**config.mk**
```make
export PLATFORM = sky130hd
export DESIGN_NAME = div_ctrl
export DESIGN_NICKNAME = d
export VERILOG_FILES = /design/src/rtl/div_ctrl_pkg.sv /design/src/rtl/div_ctrl.sv
export SDC_FILE = /design/constraint.sdc
export NUM_CORES = 1
export LEC_CHECK = 0
export ABC_AREA = 1
export BUFFER_PORTS_ARGS = -buffer_cell sky130_fd_sc_hd__clkbuf_2
export CAP_MARGIN = 20
export CORE_UTILIZATION = 56
export CTS_CLUSTER_SIZE = 10
export DETAILED_ROUTE_END_ITERATION = 6
export PLACE_DENSITY_LB_ADDON = 0.2
export SLEW_MARGIN = 10
export SYNTH_ARGS = -nofsm -noshare
export SYNTH_HDL_FRONTEND = slang
export SYNTH_SLANG_ARGS = --single-unit
```
**constraint.sdc**
```tcl
create_clock -name clk -period 3.8 [get_ports clk]
set_input_delay 0.38 -clock clk [delete_from_list [all_inputs] [get_ports clk]]
set_output_delay 0.38 -clock clk [all_outputs]
set_load 0.03 [all_outputs]
```
**src/rtl/div_ctrl_pkg.sv**
```systemverilog
// -----------------------------------------------------------------------------
// div_ctrl_pkg
//   Shared definitions for the RV32M divide/remainder sequencer (div_ctrl).
//   - funct3 codes for DIV/DIVU/REM/REMU
//   - 2-bit FSM state encoding
//   - operand width and iteration counter (DivCntBus) width
// -----------------------------------------------------------------------------
package div_ctrl_pkg;

  localparam int DIV_XLEN  = 32;
  // Width of the iteration counter bus: log2(DIV_XLEN).
  localparam int DIV_CNT_W = 5;

  // funct3 codes of the M-extension divide group.
  // Bit 0 set = unsigned, bit 1 set = remainder.
  localparam logic [2:0] INST_DIV  = 3'b100;
  localparam logic [2:0] INST_DIVU = 3'b101;
  localparam logic [2:0] INST_REM  = 3'b110;
  localparam logic [2:0] INST_REMU = 3'b111;

  typedef enum logic [1:0] {
    DivIdle  = 2'b00,
    DivStart = 2'b01,
    DivCalc  = 2'b10,
    DivEnd   = 2'b11
  } div_state_e;

  typedef logic [DIV_CNT_W-1:0] div_cnt_t;

endpackage

```
**src/rtl/div_ctrl.sv**
```systemverilog
// -----------------------------------------------------------------------------
// div_ctrl
//   Multi-cycle divide/remainder unit for RV32M DIV, DIVU, REM, REMU.
//   Operands are accepted from execute, the pipeline is held through ctrl
//   while a restoring shift-subtract runs one quotient bit per cycle, and the
//   result is returned with a one-cycle write-back strobe.
//
// Handshake:
//   start_i is a request that is only looked at in IDLE; it is accepted on a
//   rising clk edge where the FSM is IDLE, start_i=1 and flush_i=0. There is
//   no back-pressure and no queueing: requests while busy are dropped. The
//   result is presented for exactly one cycle with ready_o=1 (no ready input
//   from the consumer); the next request can be accepted in the following
//   cycle.
//
// Ports:
//   clk, rstn      clock, asynchronous active-low reset
//   start_i        divide request (sampled only in IDLE)
//   op_i[2:0]      funct3: 100 DIV, 101 DIVU, 110 REM, 111 REMU
//   dividend_i     rs1 value
//   divisor_i      rs2 value
//   rd_addr_i      destination register
//   flush_i        abort, highest priority in every state
//   busy_o         FSM not IDLE
//   hold_flag_o    stall request to ctrl
//   ready_o        result strobe (one cycle)
//   result_o       quotient or remainder (holds last value)
//   wen_o          register write enable (ready_o and rd_addr_o != 0)
//   rd_addr_o      destination register for write-back
//   dbg_state_o    current FSM state, for observation only
//
// Build option:
//   DIV_EARLY_OUT_EN  when defined, |dividend| < |divisor| (divisor nonzero)
//                     finishes from START without iterating.
// -----------------------------------------------------------------------------
module div_ctrl
  import div_ctrl_pkg::*;
#(
  parameter int XLEN  = DIV_XLEN,
  parameter int CNT_W = DIV_CNT_W
) (
  input  logic            clk,
  input  logic            rstn,
  input  logic            start_i,
  input  logic [2:0]      op_i,
  input  logic [XLEN-1:0] dividend_i,
  input  logic [XLEN-1:0] divisor_i,
  input  logic [4:0]      rd_addr_i,
  input  logic            flush_i,
  output logic            busy_o,
  output logic            hold_flag_o,
  output logic            ready_o,
  output logic [XLEN-1:0] result_o,
  output logic            wen_o,
  output logic [4:0]      rd_addr_o,
  output div_state_e      dbg_state_o
);

  localparam logic [XLEN-1:0] INT_MIN = {1'b1, {(XLEN-1){1'b0}}};

  div_state_e       state_q,    state_d;
  logic [2:0]       op_q,       op_d;
  logic [XLEN-1:0]  dividend_q, dividend_d;
  logic [XLEN-1:0]  divisor_q,  divisor_d;
  logic [4:0]       rd_addr_q,  rd_addr_d;
  logic [XLEN-1:0]  dq_q,       dq_d;        // dividend bits shifting out, quotient bits shifting in
  logic [XLEN-1:0]  div_mag_q,  div_mag_d;   // divisor magnitude
  logic [XLEN-1:0]  rem_q,      rem_d;       // partial remainder
  logic [CNT_W-1:0] cnt_q,      cnt_d;
  logic             neg_quo_q,  neg_quo_d;
  logic             neg_rem_q,  neg_rem_d;
  logic [XLEN-1:0]  result_q,   result_d;

  logic            accept;
  logic            signed_op;
  logic            a_neg, b_neg;
  logic [XLEN-1:0] a_mag, b_mag;
  logic            div_zero, overflow, early_out;
  logic [XLEN:0]   rem_shift, rem_diff;
  logic            q_bit;
  logic [XLEN-1:0] rem_next, quo_next;
  logic            last_iter;

  assign accept = (state_q == DivIdle) && start_i && !flush_i;

  // Every divide funct3 has bit 2 set; folding it in keeps any other code on
  // the unsigned path rather than giving it meaning.
  assign signed_op = op_q[2] && !op_q[0];
  assign a_neg     = signed_op && dividend_q[XLEN-1];
  assign b_neg     = signed_op && divisor_q[XLEN-1];
  assign a_mag     = a_neg ? -dividend_q : dividend_q;
  assign b_mag     = b_neg ? -divisor_q  : divisor_q;
  assign div_zero  = (divisor_q == '0);
  assign overflow  = signed_op && (dividend_q == INT_MIN) && (divisor_q == '1);

`ifdef DIV_EARLY_OUT_EN
  assign early_out = !div_zero && (a_mag < b_mag);
`else
  assign early_out = 1'b0;
`endif

  // One restoring step: shift the next dividend bit into the remainder and
  // keep the subtraction only when it does not borrow (top bit clear).
  assign rem_shift = {rem_q, dq_q[XLEN-1]};
  assign rem_diff  = rem_shift - {1'b0, div_mag_q};
  assign q_bit     = !rem_diff[XLEN];
  assign rem_next  = q_bit ? rem_diff[XLEN-1:0] : rem_shift[XLEN-1:0];
  assign quo_next  = {dq_q[XLEN-2:0], q_bit};
  assign last_iter = (cnt_q == CNT_W'(XLEN-1));

  // State and datapath registers.
  always_ff @(posedge clk or negedge rstn) begin
    if (!rstn) begin
      state_q    <= DivIdle;
      op_q       <= '0;
      dividend_q <= '0;
      divisor_q  <= '0;
      rd_addr_q  <= '0;
      dq_q       <= '0;
      div_mag_q  <= '0;
      rem_q      <= '0;
      cnt_q      <= '0;
      neg_quo_q  <= 1'b0;
      neg_rem_q  <= 1'b0;
      result_q   <= '0;
    end else begin
      state_q    <= state_d;
      op_q       <= op_d;
      dividend_q <= dividend_d;
      divisor_q  <= divisor_d;
      rd_addr_q  <= rd_addr_d;
      dq_q       <= dq_d;
      div_mag_q  <= div_mag_d;
      rem_q      <= rem_d;
      cnt_q      <= cnt_d;
      neg_quo_q  <= neg_quo_d;
      neg_rem_q  <= neg_rem_d;
      result_q   <= result_d;
    end
  end

  // Next-state logic.
  always_comb begin
    state_d = state_q;
    if (flush_i) begin
      state_d = DivIdle;
    end else begin
      case (state_q)
        DivIdle:  if (start_i) state_d = DivStart;
        DivStart: state_d = (div_zero || overflow || early_out) ? DivEnd : DivCalc;
        DivCalc:  if (last_iter) state_d = DivEnd;
        DivEnd:   state_d = DivIdle;
        default:  state_d = DivIdle;
      endcase
    end
  end

  // Datapath next values. A flush freezes everything, so an operation that
  // is aborted on its final edge never reaches result_o.
  always_comb begin
    op_d       = op_q;
    dividend_d = dividend_q;
    divisor_d  = divisor_q;
    rd_addr_d  = rd_addr_q;
    dq_d       = dq_q;
    div_mag_d  = div_mag_q;
    rem_d      = rem_q;
    cnt_d      = cnt_q;
    neg_quo_d  = neg_quo_q;
    neg_rem_d  = neg_rem_q;
    result_d   = result_q;
    if (!flush_i) begin
      case (state_q)
        DivIdle: begin
          if (accept) begin
            op_d       = op_i;
            dividend_d = dividend_i;
            divisor_d  = divisor_i;
            rd_addr_d  = rd_addr_i;
          end
        end
        DivStart: begin
          neg_quo_d = a_neg ^ b_neg;
          neg_rem_d = a_neg;
          if (div_zero) begin
            result_d = op_q[1] ? dividend_q : '1;
          end else if (overflow) begin
            result_d = op_q[1] ? '0 : INT_MIN;
          end else if (early_out) begin
            result_d = op_q[1] ? dividend_q : '0;
          end else begin
            dq_d      = a_mag;
            div_mag_d = b_mag;
            rem_d     = '0;
            cnt_d     = '0;
          end
        end
        DivCalc: begin
          dq_d  = quo_next;
          rem_d = rem_next;
          cnt_d = cnt_q + CNT_W'(1);
          if (last_iter) begin
            if (op_q[1]) result_d = neg_rem_q ? -rem_next : rem_next;
            else         result_d = neg_quo_q ? -quo_next : quo_next;
          end
        end
        default: ;
      endcase
    end
  end

  // Outputs. ready_o/wen_o are gated by flush_i so an abort in END never
  // writes back.
  always_comb begin
    busy_o      = (state_q != DivIdle);
    hold_flag_o = accept || (state_q == DivStart) || (state_q == DivCalc);
    ready_o     = (state_q == DivEnd) && !flush_i;
    wen_o       = ready_o && (rd_addr_q != 5'd0);
    result_o    = result_q;
    rd_addr_o   = rd_addr_q;
    dbg_state_o = state_q;
  end

endmodule

```
# After elaboration in Yosys (flattened, before gate mapping)
# Index checks and enable logic that the tools add are counted.
dict set report word_totals {
  ff_bits 209
  latchBits 0
  ramBits 0
  rom_bits 0
  output_inout_bits 43
  word_cells 86
  mem_count 0
}
dict set report op_classes {
  addsub 6
  n_mul 0
  n_div 0
  order_cmp 0
  n_eq_ne 12
  shifts 0
  muxes 26
  bitwise 4
  reduce_logical 26
}
# op count
set op_table {}
lappend op_table {{32-bit 2-to-1 mux} 15}
lappend op_table {{32-bit one-hot mux with 2 select lines} 3}
lappend op_table {{32-bit negation} 4}
lappend op_table {{32-bit == test, second input constant} 2}
lappend op_table {{33-bit by 32-bit subtractor with 33-bit output} 1}
lappend op_table {{32-bit logical NOT} 1}
lappend op_table {{4-bit AND reduction} 3}
lappend op_table {{5-bit 2-to-1 mux} 2}
lappend op_table {{5-bit one-hot mux with 2 select lines} 1}
lappend op_table {{1-bit logical AND} 9}
lappend op_table {{3-bit != test, second input constant} 3}
lappend op_table {{2-bit one-hot mux with 4 select lines} 1}
lappend op_table {{2-bit 2-to-1 mux} 3}
lappend op_table {{2-bit != test, second input constant} 3}
lappend op_table {{5-bit by 1-bit adder with 5-bit output, second input constant} 1}
lappend op_table {{5-bit == test, second input constant} 1}
lappend op_table {{5-bit nonzero test} 1}
lappend op_table {{2-bit == test, second input constant} 2}
lappend op_table {{2-bit AND reduction} 2}
lappend op_table {{2-bit nonzero test} 2}
lappend op_table {{1-bit logical NOT} 3}
lappend op_table {{1-bit logical OR} 3}
lappend op_table {{1-bit inverter} 3}
lappend op_table {{3-bit AND reduction} 1}
lappend op_table {{4 further kinds} 4}

# Logic depth before layout (Yosys ltp)
# Gate-level depths: netlist (run 1).
dict set report depth {
  depth_word 8
  mapped_depth 32
  ltp_nobuf 31
}

# Worst setup path after synthesis (run 1)
# Ideal clock, no wire load.
dict set report synth_path {
  path_kind {reg2reg}
  startpoint {register dq_q[31]}
  endpoint {register result_q[30], in the netlist result_o[30]}
  setup_time_ps 117
  t_arrival_ps 3927
  required_ps 3683
  path_slack_ps -244
  path_stages_with_launch 31
  path_buffers 1
  cell_sequence {dfrtp_1 -> inv_1 -> ha_1 -> fa_1 -> inv_1 -> nand2_1 -> nand2_1 -> nand3_2 -> nand2_2 -> nand2_2 -> nand2_2 -> nand2_4 -> nand2_4 -> nand2_2 -> nand2_4 -> buf_4 -> ha_1 -> nand3_1 -> nor3_1 -> nand3_1 -> nor3_1 -> nand2_1 -> nor2_1 -> a41oi_1 -> nor2_1 -> o21ai_0 -> or2_2 -> a21oi_1 -> nand2_1 -> nand2_1 -> nand2_1}
}
dict set report synth_via {
  elab_chain_cells 7
  elab_cells_between_ends 10
}
# item line
set synth_lines {}
lappend synth_lines {{start, declared} div_ctrl.sv:66} ;# logic [XLEN-1:0] dq_q, dq_d;
lappend synth_lines {{start signal, assigned} div_ctrl.sv:132} ;# dq_q <= dq_d;
lappend synth_lines {{33-bit by 32-bit subtractor with 33-bit output} div_ctrl.sv:105} ;# assign rem_diff = rem_shift - {1'b0, div_mag_q};
lappend synth_lines {{32-bit 2-to-1 mux / 1-bit logical NOT (equally long branches)} {div_ctrl.sv:107, div_ctrl.sv:106}}
lappend synth_lines {{32-bit negation (on tied branches)} {div_ctrl.sv:203, div_ctrl.sv:204}}
lappend synth_lines {{32-bit 2-to-1 mux (on tied branches)} {div_ctrl.sv:203, div_ctrl.sv:204}}
lappend synth_lines {{32-bit 2-to-1 mux (*)} div_ctrl.sv:203} ;# if (op_q[1]) result_d = neg_rem_q ? -rem_next : rem_next;
lappend synth_lines {{32-bit 2-to-1 mux (*)} div_ctrl.sv:202} ;# if (last_iter) begin
lappend synth_lines {{32-bit one-hot mux with 2 select lines (*)} div_ctrl.sv:173} ;# case (state_q)
lappend synth_lines {{end signal, assigned} div_ctrl.sv:138} ;# result_q <= result_d;
lappend synth_lines {{end, declared} div_ctrl.sv:72} ;# logic [XLEN-1:0] result_q, result_d;
# Every way passes the cells marked *; elsewhere a longest branch is shown, timed or not. The select of a mux whose other input is x is not followed.
# A chain may end at the register's enable or synchronous reset.

# Worst setup path in the final report (run 1)
dict set report layout_path {
  startpoint {register div_mag_q[0]}
  endpoint {register result_q[30], in the netlist result_o[30]}
}
dict set report layout_via {
  elab_chain_cells 7
  elab_cells_between_ends 10
}
# item line
set layout_lines {}
lappend layout_lines {{start, declared} div_ctrl.sv:67} ;# logic [XLEN-1:0] div_mag_q, div_mag_d;
lappend layout_lines {{start signal, assigned} div_ctrl.sv:133} ;# div_mag_q <= div_mag_d;
lappend layout_lines {{33-bit by 32-bit subtractor with 33-bit output (*)} div_ctrl.sv:105}
lappend layout_lines {{32-bit 2-to-1 mux / 1-bit logical NOT (equally long branches)} {div_ctrl.sv:107, div_ctrl.sv:106}}
lappend layout_lines {{32-bit negation (on tied branches)} {div_ctrl.sv:203, div_ctrl.sv:204}}
lappend layout_lines {{32-bit 2-to-1 mux (on tied branches)} {div_ctrl.sv:203, div_ctrl.sv:204}}
lappend layout_lines {{32-bit 2-to-1 mux (*)} div_ctrl.sv:203}
lappend layout_lines {{32-bit 2-to-1 mux (*)} div_ctrl.sv:202}
lappend layout_lines {{32-bit one-hot mux with 2 select lines (*)} div_ctrl.sv:173}
# Marks and branches as above.

==> results of run 1 <==
-- through the flow --
stage	TNS (ns)	cells	cell area, um2	setup slack [ns]
2_1_floorplan	0	2251	15190	0.01982
3_3_place_gp	0	2746	16810	0.04676
3_5_place_dp	-0.1132	2746	16810	-0.07892
4_1_cts	0	2782	17540	0.03832
5_1_grt	-2.283	2791	17770	-0.2716
6_report	0	2792	17770	0.008123
-- cell families after synthesis --
kind of cell / Yosys count / synth area share
compound gates: 404 / 0.1492
flops: 209 / 0.3457
buf+inv: 391 / 0.1016
xor+xnor: 72 / 0.04168
simple gates: 1112 / 0.3109
mux: 18 / 0.01323
fa+ha+maj: 45 / 0.03771
-- what timing repair did --
action,CTS,global route
hold buffers,1,0
resized for setup,0,36
endpoints found under the hold margin,66,0
buffers inserted,2,9
setup endpoints to repair,3,27
pin swaps,6,16
-- worst paths after layout --
kind	startpoint	to	slack, ns	depth (start not counted)
max in group asynchronous	rstn	div_mag_q[18]	2.28	3
min reg2reg	result_o[28]	result_o[28]	0.47	2
max	div_mag_q[0]	result_o[30]	0.008	28
max reg2reg	div_mag_q[0]	result_o[30]	0.008	28
min	dividend_i[15]	dividend_q[15]	0.06	2
min in group asynchronous	rstn	rem_q[23]	0.50	2
-- synth_stat cells, drive strengths merged (27+ instances only) --
cell | n | share of area
clkbuf | 55 | 0.014
dfrtp | 209 | 0.35
nor3 | 34 | 0.011
nor2 | 240 | 0.061
a21oi | 142 | 0.048
nand3 | 139 | 0.048
xor2 | 55 | 0.032
o21ai | 173 | 0.058
nand2 | 645 | 0.17
nand4 | 27 | 0.011
inv | 310 | 0.077
ha | 44 | 0.036
o211ai | 32 | 0.016
-- critical path: cells and delay by family, from the launching register on --
kind / cells / cell delay [ns]
buffers and inverters: 1 / 0.08
AND/OR/NAND/NOR: 21 / 2.18
AO/OA/AOI/OAI: 3 / 0.33
flip-flops: 1 / 0.41
adder cells (fa/ha/maj): 3 / 0.67
-- metal layers --
layer / vias up / wire length (um) / share of wire / GRT usage
met5: - / 26 / 0.00056 / 0
met4: 2 / 1685 / 0.036 / 0.1224
met3: 115 / 3744 / 0.081 / 0.04290
met2: 652 / 20750 / 0.45 / 0.5267
met1: 7311 / 20180 / 0.44 / 0.4605
li1: 7654 / - / - / -
-- sequential cells by signal, indices dropped and copies added, names as in the netlist --
name / flops
cnt_q: 5
dividend_q: 32
dbg_state_o: 2
rem_q: 32
neg_quo_q: 1
neg_rem_q: 1
rd_addr_o: 5
div_mag_q: 32
dq_q: 32
op_q: 3
divisor_q: 32
result_o: 32
-- cell type report --
| cell class | count | area [um2] | area share |
|---|---|---|---|
| repair buffers | 252 | 1650 | 0.09285 |
| well taps | 335 | 419.2 | 0.02358 |
| clock buffers | 32 | 691.9 | 0.03893 |
| clock inverters | 1 | 20.02 | 0.001126 |
| flip-flops and latches | 209 | 5230 | 0.2943 |
| diodes | 1 | 2.502 | 0.0001408 |
| inverters | 311 | 1167 | 0.06568 |
| multi-input cells | 1651 | 8592 | 0.4834 |
==> flow_summary.yaml, run 1 <==
setup_path:
  slowest_stage: "dfrtp_1"
  cpPeakStageDelay_ns: 0.41
  cp_max_fo: 3
  crit_path_frequent_cell: "nand2_2"
  crit_type: "register to register"
  worst_setup_path_end_kind: "register"
  crit_required_ns: 4.23
  crit_arrival_ns: 4.22
  worstSetupStartpointType: "register"
floorplanning:
  dieArea_um2: 27680
  initial_core_util: 0.5757
  die_w_um: 166.4
  rows: 59
  io-pin-count: 119
  core_area_um2: 26280
  die_h_um: 166.4
routing:
  drc: 3
  wirelength_um: 46390
  wire_per_inst_um: 16.62
  ant_nets: 0
  vias_per_cell: 5.635
  drtPass1Iterations: 7
  vias: 15734
  drtIter0Drc: 1438
global_route:
  grt_pass1_wl_um: 73850
  antenna_found_initial: 4
  grt_overflow_total: 0
  grt_pass1_vias: 14556
  grt_usage: 0.3307
  grt_max_degree: 117
synth:
  synth_flop_cell: "dfrtp_1"
  synth_edf_count: 0
  syn_area_um2: 15130
  yosysUniqueCellTypes: 51
  seq_area_frac_synth: 0.3457
  synthCells: 2251
  ys_ff_latch: 209
  yosysWarnings: 0
  syn_nets: 2372
  syn_area_per_cell_um2: 6.721
  synthArstFlopShare: 1.000
timing:
  rsz0062_at_grt: "yes"
  whs_ns: 0.06164
  hold_viol_final: 0
  finalMaxSlewViolations: 0
  worst_slew_pin_slew_ns: 0.9201
  setup_viol: 0
  relSlewSlack: 0.3866
  fmax_mhz: 263.7
  final.setup_skew_ns: 0.01233
  period_minus_slack_ns: 3.792
  fin_crit_sh: 0.9979
placement:
  place_congestion: 1.009
  dp.final_hpwl_um: 35240
  port-buffer-count: 118
final_layout:
  area_growth_pct: 17.48
  utilization: 0.6763
  final.fill_count: 2385
  final_common_cell: "nand2_1"
  final_cell_mix: "nand2_1, inv_1, nor2_1, dfrtp_1, o21ai_0"
  drive_above_1_share: 0.1621
  nNetsFinal: 2571
cts:
  root_buffer: "clkbuf_16"
  clkSinkCount: 209
  cts-buffers-inserted: 25
  clkTransAtPathRegs_ns: 0.06
  cts_tree: "done"
  clockBufferDepth: 3
  cts_htree_levels: 1
  clk_latency_ns: 0.55
status:
  violations: "DRC"
  status: "finished, violations left"
min_path:
  hp-class: "primary input to register"
job:
  maxCapViolCount: 0
Power of run 1 is left out: the tool's default activity adds up to more than one toggle a clock period on the data nets, which glitch-free logic cannot reach.
==> run 2, diff against run 1 <==
BUFFER_PORTS_ARGS = -buffer_cell sky130_fd_sc_hd__buf_2   (was -buffer_cell sky130_fd_sc_hd__clkbuf_2)
==> flow_summary.yaml, run 2 (same netlist as run 1, synthesis figures left out) <==
timing:
  finalMaxSlewViolations: 0
  hold_viol_final: 0
  whs_ns: 0.04490
  fin_crit_sh: 0.9917
  worst_slew_pin_slew_ns: 0.9804
  fmax_mhz: 265.4
  relSlewSlack: 0.3464
  period_minus_slack_ns: 3.769
  final.setup_skew_ns: 0.03693
  setup_viol: 0
  rsz0062_at_grt: "yes"
global_route:
  grt_usage: 0.3344
  grt_pass1_vias: 14586
  grt_max_degree: 123
  grt_pass1_wl_um: 74320
  antenna_found_initial: 4
  grt_overflow_total: 0
placement:
  place_area_um2: 16880
  place_congestion: 0.9743
  port-buffer-count: 118
  dp.final_hpwl_um: 35350
cts:
  clkSinkCount: 209
  root_buffer: "clkbuf_16"
  clk_latency_ns: 0.57
  clkTransAtPathRegs_ns: 0.06
  clockBufferDepth: 3
  cts_tree: "done"
  cts_htree_levels: 1
  cts-buffers-inserted: 27
setup_path:
  slowest_stage: "dfrtp_1"
  worst_setup_path_end_kind: "register"
  cp_max_fo: 3
  crit_type: "register to register"
  cpPeakStageDelay_ns: 0.37
  timing.rr.start: "dq_q[31]"
  crit_arrival_ns: 4.20
  worstSetupStartpointType: "register"
  timing.rr.end: "result_o[24]"
  regToRegSetupSlack_ns: 0.03
  rr_worst_depth: 30
  crit_required_ns: 4.23
  crit_path_frequent_cell: "nand2_2"
floorplanning:
  dieArea_um2: 27680
  rows: 59
  die_w_um: 166.4
  initial_core_util: 0.5757
  core_area_um2: 26280
  die_h_um: 166.4
  io-pin-count: 119
routing:
  drtPass1Iterations: 6
  drtIter0Drc: 1550
  wirelength_um: 46800
  ant_nets: 0
  vias_per_cell: 5.588
  wire_per_inst_um: 16.69
  vias: 15663
  drc: 0
final_layout:
  design_area_um2: 17890
  nNetsFinal: 2574
  drive_above_1_share: 0.1601
  final_cell_mix: "nand2_1, inv_1, nor2_1, dfrtp_1, o21ai_0"
  area_growth_pct: 18.27
  final_common_cell: "nand2_1"
job:
  maxCapViolCount: 0
status:
  status: "complete, no violations"
min_path:
  hold_path_depth: 2
  hold_start: "rd_addr_i[3]"
  min_to: "rd_addr_o[3]"
  hp-class: "primary input to register"
==> run 2: worst max-delay path by stage <==
| stage | slack [ns] | endpoint | startpoint | depth (start not counted) |
|---|---|---|---|---|
| final | 0.03 | result_o[24] | dq_q[31] | 30 |
| after CTS | 0.02 | result_o[30] | dq_q[31] | 29 |
| after detailed placement | -0.1 | result_o[30] | dq_q[31] | 29 |
| after global routing | -0.23 | result_o[24] | rem_q[14] | 27 |
| after floorplan | 0.02 | result_o[30] | dq_q[31] | 30 |
| after global placement | 0.02 | result_o[30] | dq_q[31] | 29 |
==> run 2: final cells by class <==
class | count | area, um2
multi-input cells | 1651 | 8558
fillers | 2327 | 8388
flip-flops and latches | 209 | 5230
repair buffers | 253 | 1699
inverters | 311 | 1167
clock buffers | 37 | 743.2
well taps | 335 | 419.2
clock inverters | 6 | 72.57
diodes | 1 | 2.502
==> run 2: stage by stage <==
step | util | std cells | TNS [ns] | setup WS (ns)
final | 0.6808 | 2803 | 0 | 0.03143
after global routing | 0.6807 | 2802 | -1.990 | -0.2336
after floorplan | - | 2251 | 0 | 0.01982
after CTS | 0.6742 | 2795 | 0 | 0.02399
after detailed placement | 0.6424 | 2751 | -0.2047 | -0.09533
after global placement | 0.6424 | 2751 | 0 | 0.01744
==> run 2: per-layer routing <==
layer | vias up | track usage | routed length, um
li1 | 7672 | - | -
met1 | 7297 | 0.4661 | 20680
met2 | 602 | 0.5431 | 21360
met3 | 92 | 0.04266 | 3355
met4 | 0 | 0.1006 | 1408
met5 | - | 0 | 0
==> run 2: critical path: cells and delay by family, from the launching register on <==
family,cells,cell delay (ns)
AO/OA/AOI/OAI,1,0.16
flip-flops,1,0.37
buffers and inverters,3,0.26
XOR/XNOR,1,0.19
adder cells (fa/ha/maj),3,0.68
AND/OR/NAND/NOR,22,1.97
==> run 2: what timing repair did <==
item | in CTS | in global routing
hold buffers | 1 | 0
gates resized for setup | 3 | 25
setup endpoints to repair | 5 | 27
gates cloned | 0 | 0
buffers inserted | 0 | 7
pin swaps | 5 | 5
hold endpoints to repair | 38 | 0
Power of run 2 is left out for the same reason.
